--- src/rtl/sseg_scan_ctrl.sv ---
// Multiplexed seven-segment scanner with blanking, blink, leading-zero suppression and PWM dimming.
// All outputs are registered (1-cycle latency); there is no flow control.
module sseg_scan_ctrl #(
    parameter int N_DIGITS  = 4,
    parameter int PRESCALE  = 65536,
    parameter int BRIGHT_W  = 3,
    parameter int BLINK_DIV = 64
) (
    input  logic                    clk,
    input  logic                    reset,
    input  logic [4*N_DIGITS-1:0]   hex_in,
    input  logic [N_DIGITS-1:0]     dp_in,
    input  logic [N_DIGITS-1:0]     blank_in,
    input  logic [N_DIGITS-1:0]     blink_in,
    input  logic                    lzb_en,
    input  logic [BRIGHT_W-1:0]     brightness,
    output logic [N_DIGITS-1:0]     an,
    output logic [7:0]              sseg,
    output logic                    frame_tick
);

    localparam int CW  = (PRESCALE > 1) ? $clog2(PRESCALE) : 1;
    localparam int DW  = $clog2(N_DIGITS);
    localparam int BFW = (BLINK_DIV > 1) ? $clog2(BLINK_DIV) : 1;
    localparam logic [31:0] STEP = 32'(PRESCALE >> BRIGHT_W);

    logic [CW-1:0]       slot_cnt_q, slot_cnt_d;
    logic [DW-1:0]       digit_idx_q, digit_idx_d;
    logic [BFW-1:0]      blink_frames_q, blink_frames_d;
    logic                blink_phase_q, blink_phase_d;
    logic [BRIGHT_W-1:0] bright_q, bright_d;
    logic [N_DIGITS-1:0] an_q, an_d;
    logic [7:0]          sseg_q, sseg_d;
    logic                frame_tick_q, frame_tick_d;

    logic        slot_end, frame_end;
    logic [3:0]  cur_hex;
    logic        cur_dp, cur_dark, cur_zero_run, suppress;
    logic [31:0] on_time;

    function automatic logic [6:0] decode(input logic [3:0] h);
        case (h)
            4'h0: decode = 7'b1000000;
            4'h1: decode = 7'b1111001;
            4'h2: decode = 7'b0100100;
            4'h3: decode = 7'b0110000;
            4'h4: decode = 7'b0011001;
            4'h5: decode = 7'b0010010;
            4'h6: decode = 7'b0000010;
            4'h7: decode = 7'b1111000;
            4'h8: decode = 7'b0000000;
            4'h9: decode = 7'b0010000;
            4'hA: decode = 7'b0001000;
            4'hB: decode = 7'b0000011;
            4'hC: decode = 7'b1000110;
            4'hD: decode = 7'b0100001;
            4'hE: decode = 7'b0000110;
            default: decode = 7'b0001110;
        endcase
    endfunction

    always_comb begin
        slot_end       = (slot_cnt_q == CW'(PRESCALE - 1));
        frame_end      = slot_end && (digit_idx_q == DW'(N_DIGITS - 1));
        slot_cnt_d     = slot_end ? '0 : slot_cnt_q + 1'b1;
        digit_idx_d    = digit_idx_q;
        blink_frames_d = blink_frames_q;
        blink_phase_d  = blink_phase_q;
        bright_d       = (slot_cnt_q == '0) ? brightness : bright_q;
        if (slot_end)
            digit_idx_d = frame_end ? '0 : digit_idx_q + 1'b1;
        if (frame_end) begin
            if (blink_frames_q == BFW'(BLINK_DIV - 1)) begin
                blink_frames_d = '0;
                blink_phase_d  = ~blink_phase_q;
            end else begin
                blink_frames_d = blink_frames_q + 1'b1;
            end
        end

        cur_hex      = '0;
        cur_dp       = 1'b0;
        cur_dark     = 1'b0;
        cur_zero_run = 1'b0;
        for (int i = 0; i < N_DIGITS; i++) begin
            if (digit_idx_q == DW'(i)) begin
                cur_hex      = hex_in[4*i +: 4];
                cur_dp       = dp_in[i];
                cur_dark     = blank_in[i] | (blink_in[i] & blink_phase_q);
                cur_zero_run = ((hex_in >> (4*i)) == '0);
            end
        end
        // Digit 0 always shows, so a value of zero still reads "0".
        suppress = lzb_en && (digit_idx_q != '0) && cur_zero_run;

        on_time = ({{(32-BRIGHT_W){1'b0}}, bright_q} + 32'd1) * STEP;
        an_d    = '1;
        if (!cur_dark && ({{(32-CW){1'b0}}, slot_cnt_q} < on_time))
            an_d[digit_idx_q] = 1'b0;
        sseg_d       = {~cur_dp, suppress ? 7'b1111111 : decode(cur_hex)};
        frame_tick_d = frame_end;
    end

    always_ff @(posedge clk or posedge reset) begin
        if (reset) begin
            slot_cnt_q     <= '0;
            digit_idx_q    <= '0;
            blink_frames_q <= '0;
            blink_phase_q  <= 1'b0;
            bright_q       <= '0;
            an_q           <= '1;
            sseg_q         <= 8'hFF;
            frame_tick_q   <= 1'b0;
        end else begin
            slot_cnt_q     <= slot_cnt_d;
            digit_idx_q    <= digit_idx_d;
            blink_frames_q <= blink_frames_d;
            blink_phase_q  <= blink_phase_d;
            bright_q       <= bright_d;
            an_q           <= an_d;
            sseg_q         <= sseg_d;
            frame_tick_q   <= frame_tick_d;
        end
    end

    assign an         = an_q;
    assign sseg       = sseg_q;
    assign frame_tick = frame_tick_q;

endmodule
--- config.mk ---
export PLATFORM = sky130hd
export DESIGN_NAME = sseg_scan_ctrl
export DESIGN_NICKNAME = d
export VERILOG_FILES = /design/src/rtl/sseg_scan_ctrl.sv
export SDC_FILE = /design/constraint.sdc
export NUM_CORES = 1
export LEC_CHECK = 0
export CAP_MARGIN = 20
export CORE_MARGIN = 2
export CORE_UTILIZATION = 55
export DETAILED_ROUTE_END_ITERATION = 6
export HOLD_SLACK_MARGIN = 0.08
export PLACE_DENSITY = 0.82
export SLEW_MARGIN = 20
export SYNTH_ARGS = -nofsm -noshare
export SYNTH_HDL_FRONTEND = slang
export SYNTH_SLANG_ARGS = --single-unit
export TNS_END_PERCENT = 1
--- constraint.sdc ---
create_clock -name clk -period 3.8 [get_ports clk]
set_clock_uncertainty 0.1 [all_clocks]
set_input_delay 1.14 -clock clk [delete_from_list [all_inputs] [get_ports clk]]
set_output_delay 1.14 -clock clk [all_outputs]
set_load 0.05 [all_outputs]
Word level (Yosys, flattened, before mapping) --
Memories as Yosys holds them, arrays and structs flattened. Cells that the tools add are included.
Word-level totals: register bits after elaboration 41, bits in read-only memories 112, input bits 34, output and inout bits 13, logic and storage cells 69, memories kept 1
Memories:
- (no name shown) | words 16, bits a word 7, rd ports 1, clocked after memory_dff 0, write ports 0, line 42 | case (h)
Operators by class: add/sub/neg operators 4, order comparisons 3, eq/ne operators 5, mux-type cells 23, bitwise operators 11, reductions and logical operators 14
Operators with widths (number):
- $logic_not A16 Y1 | 5
- $mux W4 | 5
- $lt A16 B17 Y1 | 1
- $add A16 B1 Y16 const B | 1
- $eq A16 B16 Y1 const B | 1
- $mux W16 | 1
- $mux W1 | 13
- $mux W7 | 1
- $add A6 B1 Y6 const B | 1
- $eq A6 B6 Y1 const B | 1
- $mux W6 | 1
- $logic_and A1 B1 Y1 | 5
- $add A3 B1 Y4 const B | 1
- $and A1 B1 Y1 | 4
- $eq A2 B2 Y1 const B | 2
- $not A4 Y4 | 1
- $or A1 B1 Y1 | 4
- $lt A2 B3 Y1 const B | 1
- $add A2 B1 Y2 const B | 1
- $demux W1 S2 | 1
- $eq A2 B1 Y1 const B | 1
- $ge A2 B1 Y1 const B | 1
- $logic_not A2 Y1 | 1
- $mux W2 | 1
- other kinds (4) | 5

Logic depth before layout (Yosys ltp) --
depth after elaboration 9, mapped depth 12, gate-level depth less buffers 11

Worst setup path before layout --
No wires, ideal clock.
path kind input-to-reg, from in hex_in[4], to reg sseg_q[3] (netlist: sseg[3]), library setup time 0.093 ns, arrival time 2.500 ns, required time 3.607 ns, path slack 1.107 ns, stages on the path 8, path buffers 0, cell sequence a21oi_1 -> o21ai_0 -> a22oi_1 -> inv_1 -> ha_1 -> mux2_2 -> mux2i_1 -> nand2_1
Between the ends: cells in the longest elaborated chain, start to end 7, elaborated cells on any way between the ends 12, those cells by class mux (8); reduce/logical (3); memory (1)
RTL lines:
- start: declaration | line 11 | input logic [4*N_DIGITS-1:0] hex_in,
- parallel branches: the longest is 6 deep, another holds $mem_v2 Z16 W7
- $mux W7 (*) | line 100 | sseg_d = {~cur_dp, suppress ? 7'b1111111 : decode(cur_hex)};
- net sseg_d[3] | line 33 | logic [7:0] sseg_q, sseg_d;
- end signal: assignment | line 121 | sseg_q <= sseg_d;
- end: declaration | line 33
Mark *: on every way through the listed nets, which the timed path passes. A chain may end at the register's enable or synchronous reset.

Worst setup path after layout --
Ends and elaborated chain as after synthesis.

==> results summary <==
The via count normalized by instance count came out at 5.648. Counting flops with a built-in enable in the synthesized netlist gives 0. The number of hold violations in the final report was 0. The clock root buffer master is sky130_fd_sc_hd__clkbuf_8. The mean area per synthesized cell came out at 9.800 um^2. The latest clock arrival within the worst-skew pair is 0.29 ns. The worst path uses 81.62% of the clock period. The maximum clock frequency came out at 322.4 MHz.

The endpoint kind of the worst setup timing path is a flip-flop. The number of nets in the synthesized netlist is 289. The number of cell rows came out at 23. The largest fanout of any net on the critical path is 6. The number of pins with negative max-slew slack in the final report is 0. The sequential share of the synthesized area came out at 44.44%. Buffers inserted during clock tree synthesis total 5.

The count of cell types in the netlist came out at 43. The total DRC errors in the routed layout came out at 0. TritonCTS built the clock tree. Routability-driven placement finished with a final weighted congestion of 0.9446.

After layout, the design draws a total of 0.0008598 W. Ranked by total cell area, the synthesized netlist is headed by sky130_fd_sc_hd__dfrtp_1 (31%), sky130_fd_sc_hd__dfstp_2 (13%), sky130_fd_sc_hd__ha_1 (8.5%), sky130_fd_sc_hd__xor2_1 (4.1%), sky130_fd_sc_hd__nand2_1 (3.8%). The deepest clock path buffer count is 2.

The leakage power summed over all cells is 1.361 nW. The relative slew slack came out at 51.51%. Dividing the detail-routed wire length by the instance count gives 14.20 um. The number of antenna violations at the first check in global routing came out at 0. Measured in cells, the most critical reg-to-reg path has a length of 8. The post-detailed-routing wire length came out at 4757 um. After clock tree synthesis, the clock-pin slew on the worst setup and hold paths is 0.08 ns.

The aggregate negative setup slack came out at 0 ns. Setup repair after global routing left no endpoint under its margin. The commonest register cell after synthesis is sky130_fd_sc_hd__dfrtp_1.

The number of filler instances in the final layout came out at 321. The power density over cell area came out at 296.7 nW/um^2. The via count of the routed design is 1892.

The worst setup path is launched from an input pin. The synthesized netlist occupies a cell area of 2342 um^2. Counting every sink on the clock net gives 41. The area added between synthesis and finish came out at 23.72%. The tool flagged a number of max-cap violations equal to 0. The starting density of the core is 57.72%.

Entering global routing, the biggest net connects 42 pins. The count of cells along the worst hold path is 1. The number of post-CTS setup repair buffers is 0.

The number of gates resized after CTS came out at 0. The detailed-routing iteration count for the pre-antenna-repair pass is 4. The placed standard-cell area came out at 2818 um^2. The most frequent cell after synthesis is sky130_fd_sc_hd__dfrtp_1. The async set-reset flop share out of synthesis came out at 100.0%. The number of cells in the design after placement came out at 327. CTS built an H-tree with a depth of 2. The via count of the first global-routing pass came to 1840. The sequential cell area in the final layout came out at 1041 um^2. After the last flow step, the layout net total stands at 334. The Yosys step of the flow raised 0 warnings. The worst ir drop on vdd is 207.5 uV.

The commonest cells after synthesis are sky130_fd_sc_hd__dfrtp_1 (29), sky130_fd_sc_hd__nand2_1 (24), sky130_fd_sc_hd__ha_1 (16). The all-layer global routing usage is 21.32%. The die covers 4797 um^2. The setup-violating endpoint count in the final report came out at 0.

The total global routing overflow is 0. The non-filler instance count after layout is 335. The floorplan die width came out at 69.26 um. After synthesis the netlist holds a flip-flop and latch count of 41. The total area inside the core boundary comes to 4058 um^2. The post-DP HPWL is 3396 um.

The required time of the critical path came out at 3.91 ns. The count of antenna-violating nets left after detailed routing is 0. The die is 69.26 um tall. The count of buffers inserted at the top-level ports came out at 46.

Hold repair after CTS inserted 0 buffers. The flow ran to the end, and the final reports show no timing, DRC or antenna violations. The number of DRC markers in iteration 0 came out at 131.

By startpoint and endpoint, the worst setup path is classified as input pin to flip-flop. The share of final-layout standard cells stronger than drive strength 1 is 9.474%. Synthesis produced 239 cells.

The first global-routing pass estimated 8397 um of wire. The synthesized design devotes to its leading area cell type 30.98% of total area. The critical path data arrival time is 3.21 ns. The final instance area is 2898 um^2. The smallest clock period supported by the final layout is computed as 3.101 ns. At the pin with the least slew margin, the transition time is 0.7273 ns. The total I/O pin count is 47. The multi-input combinational cells in the finished layout cover a total of 1190 um^2. The antenna cell count is 0.

The biggest area consumer among synthesized cells is sky130_fd_sc_hd__dfrtp_1. In this run the worst hold path is classified as flip-flop to flip-flop.
-- state kept, by name, summed over array words and instances, names as in the netlist --
signal,cells
sseg,8
digit_idx_q,2
an,4
blink_frames_q,6
frame_tick,1
slot_cnt_q,16
blink_phase_q,1
bright_q,3
-- cell families after synthesis --
family          synth area share [%]
simple gates                   18.70
buf+inv                        4.754
xor+xnor                       5.983
mux                            4.701
fa+ha+maj                      8.547
compound gates                 12.87
flops                          44.44
-- routing by layer --
metal | GRT usage [%] | vias up | part of all wire (%)
met5 | 0 | - | 0
met4 | 6.318 | 0 | 1.3
met3 | 4.215 | 8 | 4.6
met2 | 35.36 | 54 | 47
met1 | 28.36 | 902 | 47
li1 | - | 928 | -
-- final cells by class --
type                    count  share of cell area [%]
multi-input cells         174                   41.06
flip-flops and latches     41                   35.92
repair buffers             47                   16.15
clock buffers               8                   2.763
well taps                  50                   2.159
inverters                  15                   1.943
-- critical path, cell delays in order --
cell and delay, ns:
sky130_fd_sc_hd__clkdlybuf4s50_1 0.41, sky130_fd_sc_hd__a21oi_1 0.14, sky130_fd_sc_hd__o21ai_0 0.10, sky130_fd_sc_hd__a22oi_1 0.48, sky130_fd_sc_hd__inv_1 0.18, sky130_fd_sc_hd__ha_1 0.28
sky130_fd_sc_hd__mux2_2 0.27, sky130_fd_sc_hd__mux2i_1 0.12, sky130_fd_sc_hd__nand2_1 0.07
-- power by group --
group          internal [W]  switching (W)
Combinational     0.0000633      0.0000715
Clock              0.000130       0.000139
Sequential         0.000452     0.00000378
-- path summary, 6_finish.rpt --
check,endpoint,slack [ns],from
setup reg to reg,sseg[3],1.04,digit_idx_q[0]
min in group asynchronous,blink_phase_q,1.17,reset
max in group asynchronous,sseg[1],2.06,reset
setup / recovery,sseg[3],0.70,hex_in[4]
hold / removal,blink_frames_q[5],0.38,blink_frames_q[5]
hold reg to reg,blink_frames_q[5],0.38,blink_frames_q[5]
-- per-stage QoR --
step | hold WS [ns] | worst slack, ns | util, %
final | 0.3758 | 0.6986 | 71.42
after global routing | 0.3887 | 0.4998 | 71.42
after CTS | 0.3794 | 0.6853 | 71.42
after detailed placement | 0.3643 | 0.4098 | 69.44
after global placement | 0.3603 | 0.4702 | 69.44
after floorplan | 0.3375 | 1.107 | -
-- layout by cell type (no fill, tap or decap), types with 3 or more instances in the layout --
master / count
sky130_fd_sc_hd__a22oi_1: 3
sky130_fd_sc_hd__nor3_1: 3
sky130_fd_sc_hd__dfstp_2: 12
sky130_fd_sc_hd__o21ai_0: 15
sky130_fd_sc_hd__clkbuf_8: 5
sky130_fd_sc_hd__mux2_2: 4
sky130_fd_sc_hd__ha_1: 16
sky130_fd_sc_hd__nand2_1: 24
sky130_fd_sc_hd__clkbuf_1: 3
sky130_fd_sc_hd__nor4_1: 4
sky130_fd_sc_hd__inv_1: 15
sky130_fd_sc_hd__nand3_1: 11
sky130_fd_sc_hd__o211ai_1: 4
sky130_fd_sc_hd__mux2i_1: 5
sky130_fd_sc_hd__nand4_1: 3
sky130_fd_sc_hd__a21oi_1: 14
sky130_fd_sc_hd__nor2b_1: 3
sky130_fd_sc_hd__nor2_1: 14
sky130_fd_sc_hd__clkdlybuf4s50_1: 46
sky130_fd_sc_hd__xor2_1: 11
sky130_fd_sc_hd__a21o_1: 3
sky130_fd_sc_hd__dfrtp_1: 29
sky130_fd_sc_hd__xnor2_1: 5
sky130_fd_sc_hd__and3_1: 10
Power figures use the tool's default switching activity.
